--- src/rtl/move_cmd_gen.sv ---
// Turns debounced direction levels into one handshaked move command per deliberate press,
// then locks out until all buttons have been released long enough to re-arm.
module move_cmd_gen #(
    parameter int PRESS_CYCLES   = 250000,
    parameter int RELEASE_CYCLES = 250000,
    parameter int CNT_W          = 20
) (
    input  logic       clk,
    input  logic       rst,
    input  logic       u,
    input  logic       d,
    input  logic       l,
    input  logic       r,
    output logic       move_valid,
    output logic [1:0] move_dir,
    input  logic       move_ready,
    output logic       armed
);

    typedef enum logic [1:0] {
        IDLE         = 2'd0,
        QUALIFY      = 2'd1,
        ISSUE        = 2'd2,
        WAIT_RELEASE = 2'd3
    } state_t;

    localparam logic [CNT_W-1:0] PRESS_LAST   = CNT_W'(PRESS_CYCLES - 1);
    localparam logic [CNT_W-1:0] RELEASE_LAST = CNT_W'(RELEASE_CYCLES - 1);

    state_t           state, state_nx;
    logic [CNT_W-1:0] cnt, cnt_nx;
    logic [1:0]       dir_q, dir_nx;
    logic             any_btn;
    logic             cap_btn;

    // Fixed priority u > d > l > r; encoding matches move_dir.
    function automatic logic [1:0] prio_dir(input logic bu, input logic bd,
                                            input logic bl, input logic br);
        logic [1:0] res;
        res = 2'b11;
        if (bu)      res = 2'b00;
        else if (bd) res = 2'b01;
        else if (bl) res = 2'b10;
        else if (br) res = 2'b11;
        return res;
    endfunction

    function automatic logic sel_btn(input logic [1:0] dir, input logic bu, input logic bd,
                                     input logic bl, input logic br);
        logic res;
        case (dir)
            2'b00:   res = bu;
            2'b01:   res = bd;
            2'b10:   res = bl;
            default: res = br;
        endcase
        return res;
    endfunction

    assign any_btn = u | d | l | r;
    assign cap_btn = sel_btn(dir_q, u, d, l, r);

    always_comb begin
        state_nx = state;
        cnt_nx   = cnt;
        dir_nx   = dir_q;
        case (state)
            IDLE: begin
                if (any_btn) begin
                    dir_nx   = prio_dir(u, d, l, r);
                    cnt_nx   = '0;
                    state_nx = QUALIFY;
                end
            end
            QUALIFY: begin
                if (!cap_btn) begin
                    cnt_nx   = '0;
                    state_nx = IDLE;
                end else if (cnt == PRESS_LAST) begin
                    state_nx = ISSUE;
                end else begin
                    cnt_nx = cnt + CNT_W'(1);
                end
            end
            ISSUE: begin
                // move_valid is implied by this state, so ready alone completes the handshake.
                if (move_ready) begin
                    cnt_nx   = '0;
                    state_nx = WAIT_RELEASE;
                end
            end
            WAIT_RELEASE: begin
                if (any_btn) begin
                    cnt_nx = '0;
                end else if (cnt == RELEASE_LAST) begin
                    state_nx = IDLE;
                end else begin
                    cnt_nx = cnt + CNT_W'(1);
                end
            end
            default: begin
                cnt_nx   = '0;
                state_nx = WAIT_RELEASE;
            end
        endcase
    end

    // Reset lands in WAIT_RELEASE so a button held through reset must be released first.
    always_ff @(posedge clk) begin
        if (rst) begin
            state <= WAIT_RELEASE;
            cnt   <= '0;
            dir_q <= 2'b00;
        end else begin
            state <= state_nx;
            cnt   <= cnt_nx;
            dir_q <= dir_nx;
        end
    end

    assign move_valid = (state == ISSUE);
    assign move_dir   = dir_q;
    assign armed      = (state == IDLE);

endmodule

--- config.mk ---
export PLATFORM = sky130hd
export DESIGN_NAME = move_cmd_gen
export DESIGN_NICKNAME = d
export VERILOG_FILES = /design/src/rtl/move_cmd_gen.sv
export SDC_FILE = /design/constraint.sdc
export NUM_CORES = 1
export LEC_CHECK = 0
export ABC_CLOCK_PERIOD_IN_PS = 6440
export CORE_MARGIN = 1.5
export CORE_UTILIZATION = 55
export DETAILED_ROUTE_END_ITERATION = 7
export PLACE_DENSITY = 0.86
export SLEW_MARGIN = 25
export SYNTH_ARGS = -nofsm -noshare
export SYNTH_HDL_FRONTEND = slang
export SYNTH_SLANG_ARGS = --single-unit
--- constraint.sdc ---
create_clock -name clk -period 6.44 [get_ports clk]
set_clock_uncertainty 0.2 [all_clocks]
set_input_delay 1.61 -clock clk [delete_from_list [all_inputs] [get_ports clk]]
set_output_delay 1.61 -clock clk [all_outputs]
set_load 0.01 [all_outputs]
==> results of run 1 <==
## path summary, 6_finish.rpt
check | start | depth (start not counted) | endpoint | slack, ps
worst max-delay path | u | 6 | cnt[11]$_SDFFE_PP0P_ | 2480
worst min-delay path | cnt[17]$_SDFFE_PP0P_ | 1 | cnt[17]$_SDFFE_PP0P_ | 310
worst max register to register | cnt[8]$_SDFFE_PP0P_ | 5 | state[0]$_SDFFE_PP1P_ | 4120
worst min register to register | cnt[17]$_SDFFE_PP0P_ | 1 | cnt[17]$_SDFFE_PP0P_ | 310
## power by group
group          total (µW)  switching, µW  internal, µW
Combinational        10.5           5.42          5.08
Sequential            149          0.132           149
Clock                80.6           46.0          34.6
Total                 240           51.6           188
## routing by layer
layer  wire length, µm  up-vias
met1              1310      590
met3               162        9
li1                  -      607
met5                 0        -
met4                62        0
met2              1350       46
## sequential cells by signal (all words and copies together) (netlist names), named ones only
name      count
cnt          20
move_dir      2
state         1
## worst reg2reg max path, stage by stage, from the launching register on
cell and delay [ps]:
dfxtp_1 380, nor4b_1 470, nand3_1 190, nor2_2 490
o22ai_1 170, a311o_1 340
## cells by family after synthesis
| logic type | count (synthesis) |
|---|---|
| AND/OR/NAND/NOR | 73 |
| AO/OA/AOI/OAI | 37 |
| flip-flops | 24 |
| XOR/XNOR | 8 |
| buffers and inverters | 8 |
| multiplexers | 3 |
| adder cells (fa/ha/maj) | 1 |
## final cells by class
cell class	count	area (µm²)
inverters	3	11.3
multi-input cells	122	793
flip-flops and latches	24	480
well taps	28	35.0
repair buffers	10	100
clock buffers	4	36.3
fillers	191	777
## through the flow
step	area [µm²]	utilization (%)	hold WS [ps]
finish	1460	65.2	315
global route	1460	65.2	341
CTS	1460	65.2	311
detailed placement	1420	63.6	292
global placement	1420	63.6	289
floorplan	1310	-	265
## cells in the mapped netlist, types with 2 or more instances
master / instances / area (µm²)
nor3_2: 2 / 20.0
nand3_1: 8 / 40.0
nor4_1: 3 / 18.8
inv_1: 3 / 11.3
nor2_1: 12 / 45.0
nor2b_1: 3 / 18.8
nand4_1: 11 / 68.8
xor2_1: 6 / 52.6
nand2b_1: 2 / 12.5
a21oi_1: 9 / 45.0
or3_1: 4 / 25.0
and3_1: 3 / 18.8
o211ai_1: 2 / 15.0
mux2i_1: 2 / 20.0
a31oi_1: 2 / 12.5
and2_1: 2 / 12.5
dfxtp_1: 24 / 480
nor3_1: 2 / 10.0
o21ai_0: 6 / 30.0
nand2_1: 14 / 52.6
o21a_1: 2 / 15.0
nor4b_1: 2 / 17.5
buf_2: 3 / 15.0
a311oi_1: 3 / 26.3
xnor2_1: 2 / 17.5
==> results, run 1 <==
- The peak fanout along the critical path is 18.
- The count of buffering cells on the critical path with inverters included is 1.
- The cell that appears most often on the critical path is nand2b_1.
- The register area share after synthesis is 36.6%.
- Prior to clock tree synthesis, the placed netlist has a worst setup slack of 2200 ps.
- The count of vias placed by the detailed router is 1252.
- Summed over all cells, the static leakage comes to 0.000445 µW.
- After global routing the overflow that remains totals 0.
- The largest stage delay on the critical path is 740 ps.
- The run finished with clean final reports.
- Input and output buffers added on the ports amount to 10.
- Walking the worst path, the cells encountered are clkdlybuf4s50_1, nor4_1, a22oi_2, nand2b_1, nand2b_1, o21ba_2.
- The final count of hold timing violations was 0.
- The number of hold buffers added after CTS was 0.
- The slew at the pin closest to its max-slew limit is 810 ps.
- After Yosys synthesis, full adders, half adders and majority gates account for 0.954% of the synthesized area.
- Once detail routing completed, the nets flagged for antenna violations numbered 0.
- For the finished layout, the period the worst path requires is 3960 ps.
- At the later pin of the worst-skew pair, clock insertion delay measures 320 ps.
- The die is 51.8 µm tall.
- The final count of negative-setup-slack endpoints is 0.
- The CTS buffer count is 3.
- The fraction of registers with async set/reset is 0%.
- The number of DRC markers after the initial detailed-route iteration is 68.
- The CTS tree is done.
- The first-pass GRT wire length is 5.00 mm.
- After detailed routing, the number of remaining DRC violations is 0.
- The ratio of routed vias to standard cells is 6.55.
- The timing-limited maximum frequency is 252 MHz.
- The routability-driven placement congestion ratio is 0.781.
- The total die area is 0.00269 mm².
- Gates resized during post-CTS repair numbered 0.
- The routed design has 2.89 mm of wire.
- The met2 demand-to-capacity share in global routing is 38.0%.
- Setup repair after global routing left no endpoint under its margin.
- The cell area after synthesis is 0.00131 mm².
- In the final routed layout, each cell accounts on average for 15.1 µm.
- The synthesized netlist devotes 20.2% of its cell area to compound gates.
- Overall power consumption after layout is estimated at 240 µW.
- The post-synthesis cell type count is 47.
- The cell sitting at the root of the clock tree is a clkbuf_4.
- The number of nets in the layout is 172.
- Among all stages on the critical path, the largest delay is contributed by nor4_1.
- The remaining max-slew budget at the tightest pin is 45.5%.
- For this run, the total global-route usage over all layers was measured as 24.5%.
- After Yosys synthesis, XOR and XNOR cells account for 5.34% of the synthesized area.
- The number of sinks driven by the clock tree is 24.
- CTS built an H-tree with a depth of 1.
- The data arrival at the endpoint of the critical path is 4040 ps.
- The worst setup path is launched from an input pin.
- The power per cell area is 165 mW/mm².
- The number of setup buffers added after CTS is 0.
- The worst setup path is captured at a flop.
- Of the total synthesized cell area, the portion taken by AND, OR, NAND and NOR gates is 30.7%.
- The share of layout cells above drive strength 1 is 7.36%.
- For this run, global-route usage on met3 was measured as 4.02%.
- The layer flagged by global routing as most heavily used is met2.
- The synthesized instance count is 154.
- The leading cell type in the layout, fill and taps excluded is dfxtp_1.
- The clock-pin transition on the worst setup and hold timing paths is 130 ps.
- 11 I/O pins were placed.
- Once the floorplan was initialized, standard cells occupied 58.7% of the core.
- The clock passes through at most 2 buffers.
- After synthesis, the mean cell area works out to 8.51 µm².
- The count of flip-flops with a built-in enable after synthesis is 0.
- The area of the core is 0.00223 mm².
- The kind of cell with the highest combined delay on the critical path is simple AND/OR/NAND/NOR gates.
- The floorplan has 17 rows.
- The library cells used most frequently in the layout, excluding fill and tap cells, are 24 x dfxtp_1, 14 x nand2_1, 12 x nor2_1, 11 x nand4_1, 10 x clkdlybuf4s50_1.
- The final count of pins violating max slew was 0.
- The total nets after synthesis is 162.
- The classification of the worst-slack hold path is reg -> reg.
- The required time of the critical path is 6520 ps.
- By area, the combinational part of the netlist is dominated by simple AND/OR/NAND/NOR gates.
- The warning count from the yosys run is 0.
- Excluding fillers, the count of instances in the completed layout stands at 191.
- The pin count of the biggest net entering global routing is 19.
- The most used flip-flop cell after synthesis is dfxtp_1.
- The detailed-placement wirelength estimate is 2.20 mm.
- The met1 track utilization from global routing is 33.4%.
- The worst-case vdd ir drop is 0.124 mV.
- The total inserted antenna cells is 0.
- Of the available clock period, the critical path in the final layout requires 61.6%.
- The number of max-capacitance violations reported is 0.
- Compared with the post-synthesis result, the final layout area differs by 11.1%.
- Multiplexer cells account for 3.24% of the synthesized area.
- Across all setup checks in the final design, the least slack found is 2480 ps.
- The pre-antenna-repair detailed-routing pass consisted of 5 iterations.
- The type of the worst setup path is in -> reg.
- Setup total negative slack on the finished layout was measured at 0 ps.
- The initial antenna violation count is 0.
- The via count of the first global-routing pass was 1104.
- In this run, placement finished with an instance count of 187.
- The total of flip-flops plus latches after synthesis is 24.
- In this run the horizontal extent of the chip is 51.8 µm.
(Power assumes the default switching activity.)
==> inputs of run 2 (changes only) <==
Settings changed: ABC_CLOCK_PERIOD_IN_PS 6440 to 3950.
Clock period 6.44 ns to 3.95 ns, I/O delays scaled along.
==> results, run 2 (same netlist as run 1, synthesis figures left out) <==
- The number of max-capacitance violations reported is 0 (unchanged).
- The number of nets in the layout is 174 (+1.2%).
- The total die area is 0.00269 mm² (unchanged).
- In the layout the commonest cells are 24 x dfxtp_1, 14 x nand2_1, 12 x nor2_1, 11 x nand4_1, 10 x clkdlybuf4s50_1.
- The element type at the critical path start is an input pin.
- The final count of pins violating max slew came to 0 (unchanged).
- The number of port buffers is 10 (unchanged).
- Derived from the worst setup path, the maximum achievable clock frequency is 317 MHz.
- The worst-case vdd ir drop is 0.173 mV (+39%).
- The average detailed-routed wire length per instance is 15.7 µm (+3.5%).
- The final worst hold slack is 311 ps (-3.95 ps).
- The initial antenna violation count is 0 (unchanged).
- The pin count of the biggest net entering global routing is 19 (unchanged).
- The most used routing layer is met2.
- The total congestion overflow after global routing is 0 (unchanged).
- The final count of hold timing violations came to 0 (unchanged).
- The number of placement rows came to 17 (unchanged).
- Walking the worst path, the cells encountered are clkdlybuf4s50_1, or4_4, o2bb2ai_2, nand2b_1, nand2b_1, o21ba_2.
- The cell total after placement is 189 (+1.1%).
- The element type at the critical path end is a flop.
- The post-cts repair resize count is 0 (unchanged).
- The largest stage delay on the critical path came to 580 ps (-160 ps).
- The register name with the most flops is cnt.
- TritonCTS built the clock tree.
- In this run the clock root is driven by a clkbuf_4.
- The cell depth of the worst hold path is 2 (+1).
- The wire length reported by the detailed router is 3.02 mm (+4.6%).
- Setup repair after global routing left no endpoint under its margin.
- The share of layout cells above drive strength 1 is 8.48% (+1.1 points).
- The number of detailed-routing iterations run before antenna repair is 4 (-1).
- The chip width was 51.8 µm (unchanged).
- The library cell used most frequently in the layout, excluding fill and tap cells, is dfxtp_1.
- The remaining max-slew budget at the tightest pin is 58.3% (+13 points).
- The detailed-placement wirelength estimate is 2.20 mm (+0.12%).
- The count of vias placed by the detailed router is 1244 (-0.64%).
- The static leakage is 0.000461 µW (+3.7%).
- The floorplan die height came to 51.8 µm (unchanged).
- The post-CTS repair timing setup buffer count is 0 (unchanged).
- The data arrival at the endpoint of the critical path is 3230 ps (-810 ps).
- The clock insertion delay at the later pin of the skew report is 310 ps (about the same).
- The power per cell area came to 295 mW/mm² (+79%).
- For the finished layout, the period the worst path requires is 3150 ps.
- The number of standard cells in the layout, taps in and fillers out is 193 (+1.0%).
- From synthesis to final layout, the design area changed by 13.5%.
- The number of sinks driven by the clock tree came to 24 (unchanged).
- The routability-driven placement congestion ratio is 0.859 (+9.9%).
- The run finished with clean final reports.
- The CTS buffer count is 3 (unchanged).
- Among the stages of the critical path, the cell type that occurs most often is nand2b_1.
- The total inserted antenna cells was 0 (unchanged).
- The effective utilization at floorplan was 58.7% (unchanged).
- The post-route cell area is 0.00149 mm² (+2.1%).
- The count of boundary I/O pins came to 11 (unchanged).
- The sum of negative setup slack is 0 ps (unchanged).
- The required time of the critical path is 4020 ps (-2500 ps).
- The post-detailed-route count of antenna-violating nets is 0 (unchanged).
- The level count of the clock H-tree is 1 (unchanged).
- The first-pass GRT wire length was 4.96 mm (-0.68%).
- The slowest stage of the critical path belongs to the cell or4_4.
- The cell count of the worst reg-to-reg path is 6 (+1).
- The peak fanout along the critical path is 12 (-6).
- The via count of the first global-routing pass came to 1142 (+3.4%).
- The placed standard-cell area is 0.00144 mm² (+1.1%).
- The number of DRC markers after the initial detailed-route iteration came to 78 (+15%).
- The met2 demand-to-capacity share in global routing is 40.9% (+3.0 points).
- The flip-flop count of the largest register after layout is 20 (unchanged).
- The worst hold path belongs to the class reg -> reg.
- The global router's overall resource usage is 24.4% (-0.18 points).
- The maximum clock path buffer count was 2 (unchanged).
- The type of the worst setup path is in -> reg.
- The final count of negative-setup-slack endpoints is 0 (unchanged).
- The ratio of routed vias to standard cells is 6.45 (-1.7%).
- The met1 track utilization from global routing is 31.4% (-2.0 points).
- The count of hold-fix buffers inserted at cts is 0 (unchanged).
- The slew at the pin closest to its max-slew limit is 626 ps (-184 ps).
- The residual DRC count is 0 (unchanged).
- In the finished design, the share of the clock period the worst path needs comes to 79.9%.
- The met3 layer usage reported by global route came to 2.59% (-1.4 points).
- The clock-pin transition on the worst setup and hold timing paths is 140 ps (about the same).
- The area of the core is 0.00223 mm² (unchanged).
[run 2: final cells by class]
type                            instances  area [µm²]
Multi-Input combinational cell        122         793
Fill cell                             176         746
Sequential cell                        24         480
Timing Repair Buffer                   12         115
Tap cell                               28        35.0
Clock inverter                          1        30.0
Clock buffer                            3        22.5
Inverter                                3        11.3
[run 2: layer usage]
| layer | part of all wire, % | wire (µm) |
|---|---|---|
| met5 | 0 | 0 |
| met4 | 2.2 | 65 |
| met3 | 4.3 | 129 |
| met2 | 49 | 1490 |
| met1 | 44 | 1340 |
[run 2: worst paths after layout]
kind	start	to	slack, ps
min reg2reg	cnt[15]$_SDFFE_PP0P_	cnt[15]$_SDFFE_PP0P_	310
max reg2reg	cnt[0]$_SDFFE_PP0P_	state[0]$_SDFFE_PP1P_	1610
max	d	cnt[11]$_SDFFE_PP0P_	800
min	cnt[15]$_SDFFE_PP0P_	cnt[15]$_SDFFE_PP0P_	310
[run 2: worst max-delay path: cells and delay by family]
kind,cells,cell delay (ps)
AO/OA/AOI/OAI,2,690
buffers and inverters,1,490
AND/OR/NAND/NOR,3,1060
[run 2: through the flow]
step | setup WS [ps] | util (%) | total power [µW]
after floorplan | 1340 | - | 256
after global placement | 577 | 64.3 | 264
after detailed placement | 480 | 64.3 | 265
after CTS | 810 | 66.6 | 442
after global routing | 734 | 66.6 | 452
final | 795 | 66.6 | 438
[run 2: power breakdown]
| part | switching (µW) | internal (µW) | total (µW) |
|---|---|---|---|
| Combinational | 8.92 | 8.59 | 17.5 |
| Sequential | 0.254 | 242 | 243 |
| Clock | 75.6 | 103 | 178 |
==> inputs of run 3 (changes only) <==
Settings changed: ABC_CLOCK_PERIOD_IN_PS 3950 to 3100.
Clock period 3.95 ns to 3.1 ns, I/O delays scaled along.
==> results, run 3 (same netlist as run 1, synthesis figures left out) <==
- The via count of the first global-routing pass is 1218 (+6.7%).
- The final count of hold timing violations is 0 (unchanged).
- The classification of the worst-slack hold path is reg -> reg.
- The chip width is 51.8 µm (unchanged).
- The flow ran to the end, and the final reports show no timing, DRC or antenna violations.
- The total die area is 0.00269 mm² (unchanged).
- Setup repair after global routing left no endpoint under its margin.
- The multi-input gate area in the final layout came to 793 µm² (unchanged).
- The internal power of the cells is 453 µW (+28%).
- The startpoint of the most critical hold path is cnt[17]$_SDFFE_PP0P_.
- The final count of negative-setup-slack endpoints was 0 (unchanged).
- The count of vias placed by the detailed router is 1341 (+7.8%).
- The switching share of power came to 20.1% (+0.77 points).
- The residual DRC count came to 0 (unchanged).
- The combinational fraction of design power came to 4.6% (+0.6 points).
- The global router's overall resource usage came to 27.9% (+3.5 points).
- The element type at the critical path end is a flop.
- The final worst hold slack came to 335 ps (+24.2 ps).
- The power per cell area is 372 mW/mm² (+26%).
- The CTS buffer count was 3 (unchanged).
- The number of standard cells in the layout, taps in and fillers out was 198 (+2.6%).
- The data arrival at the endpoint of the critical path is 2790 ps (-440 ps).
- The clock share of power is 40.9% (+0.2 points).
- The final count of pins violating max slew came to 0 (unchanged).
- The net switching power is 114 µW (+35%).
- The number of DRC markers after the initial detailed-route iteration is 90 (+15%).
- The number of filler instances in the final layout is 187 (+6.3%).
- The sum of negative setup slack is 0 ps (unchanged).
- The internal reg-to-reg setup slack came to 650 ps (-960 ps).
- The sequential cell area is 480 µm² (unchanged).
- The static leakage is 0.000487 µW (+5.4%).
- The flip-flop count of the largest register after layout is 20 (unchanged).
- The cell count of the worst reg-to-reg path came to 5 (-1).
- The proportion of power drawn by flip-flops and latches is 54.5% (-0.8 points).
- The count of boundary I/O pins is 11 (unchanged).
- The routability-driven placement congestion ratio is 0.839 (-2.3%).
- The slew at the pin closest to its max-slew limit was 634 ps (+8.23 ps).
- The worst-case vdd ir drop was 0.323 mV (+87%).
- The detailed-placement wirelength estimate is 2.40 mm (+9.0%).
- The pin count of the biggest net entering global routing is 19 (unchanged).
- The element type at the critical path start is an input pin.
- The peak fanout along the critical path is 6 (-6).
- The clock-pin transition on the worst setup and hold timing paths was 130 ps (about the same).
- The worst min-delay path endpoint is cnt[17]$_SDFFE_PP0P_.
- The number of nets in the layout is 179 (+2.9%).
- The area added between synthesis and finish is 16.3%.
- The required time of the critical path is 3130 ps (-890 ps).
- In this run the critical register-to-register path is launched from cnt[8]$_SDFFE_PP0P_.
- The minimum clock period is 2760 ps.
- The ratio of final minimum period to clock period is 89.0%.
- The count of hold-fix buffers inserted at cts is 0 (unchanged).
- The effective utilization at floorplan came to 58.7% (unchanged).
- The post-cts repair resize count is 0 (unchanged).
- The cell total after placement is 194 (+2.6%).
- The type of the worst setup path is in -> reg.
- The level count of the clock H-tree came to 1 (unchanged).
- The number of port buffers is 10 (unchanged).
- The average detailed-routed wire length per instance came to 17.1 µm (+9.1%).
- The CTS tree is done.
- The maximum clock path buffer count is 2 (unchanged).
- The remaining max-slew budget at the tightest pin is 57.7% (-0.59 points).
- The number of sinks driven by the clock tree is 24 (unchanged).
- The number of placement rows came to 17 (unchanged).
- The floorplan die height came to 51.8 µm (unchanged).
- The first-pass GRT wire length was 5.52 mm (+11%).
- The clock insertion delay at the later pin of the skew report was 330 ps (+20 ps).
- The leading cell type in the layout, fill and taps excluded is dfxtp_1.
- The cell depth of the worst hold path is 1 (-1).
- The register name with the most flops is cnt.
- The total congestion overflow after global routing is 0 (unchanged).
- The area of the core was 0.00223 mm² (unchanged).
- The total inserted antenna cells was 0 (unchanged).
- The share of layout cells above drive strength 1 is 11.2% (+2.7 points).
- The post-CTS repair timing setup buffer count is 0 (unchanged).
- The number of max-capacitance violations reported is 0 (unchanged).
- The number of detailed-routing iterations run before antenna repair is 8 (+4).
- In the layout the commonest cells are 24 x dfxtp_1, 14 x nand2_1, 12 x nor2_1, 11 x nand4_1, 10 x clkdlybuf4s50_1.
- The post-detailed-route count of antenna-violating nets came to 0 (unchanged).
- The clock tree root buffer cell is clkbuf_4.
- The initial antenna violation count is 0 (unchanged).
- The ratio of routed vias to standard cells is 6.77 (+5.1%).
- The wire length reported by the detailed router is 3.38 mm (+12%).
- The timing-limited maximum frequency is 362 MHz.
- The endpoint identified for the worst register-to-register timing path is state[0]$_SDFFE_PP1P_.
-- run 3: cell count changes in the layout (fill, tap and decap cells not counted), sizes merged --
| cell | delta |
|---|---|
| buf | +5 |
-- run 3: layout make-up --
cell class	count	area share, %
timing repair buffer	17	10.0
multi-input combinational	122	52.0
inverter	3	0.738
clock inverter	1	1.97
sequential	24	31.5
tap	28	2.30
clock buffer	3	1.48
-- run 3: worst max path at each step --
stage	startpoint	endpoint
floorplan	d	cnt[3]$_SDFFE_PP0P_
global placement	d	state[0]$_SDFFE_PP1P_
detailed placement	d	state[0]$_SDFFE_PP1P_
CTS	flop	move_valid
global route	flop	armed
finish	d	state[0]$_SDFFE_PP1P_
-- run 3: power by group through the flow --
stage | sequential (µW) | combinational [µW] | clock, µW
2_1_floorplan | 316 | 10.1 | 0
3_3_place_gp | 316 | 23.9 | 0
3_5_place_dp | 316 | 25.0 | 0
4_1_cts | 309 | 25.3 | 236
5_1_grt | 309 | 27.0 | 246
6_report | 309 | 25.9 | 232
-- run 3: critical path, stage by stage --
cell and delay [ps]:
clkdlybuf4s50_1 480, nor4_1 570, buf_4 230, a22o_1 250, o22ai_1 130, a311o_1 350
-- run 3: per-stage QoR --
stage	total power [µW]	instance area (µm²)	util, %	setup WS, ps
after floorplan	326	1310	-	700
after global placement	340	1470	65.9	188
after detailed placement	341	1470	65.9	104
after CTS	570	1530	68.3	365
after global routing	582	1530	68.3	221
final	567	1530	68.3	341
-- run 3: metal layers --
metal | track usage (%) | vias up | wire length, µm | part of all wire [%]
li1 | - | 619 | - | -
met1 | 34.1 | 627 | 1340 | 40
met2 | 45.6 | 82 | 1680 | 50
met3 | 4.31 | 13 | 252 | 7.4
met4 | 17.1 | 0 | 108 | 3.2
met5 | 0 | - | 0 | 0
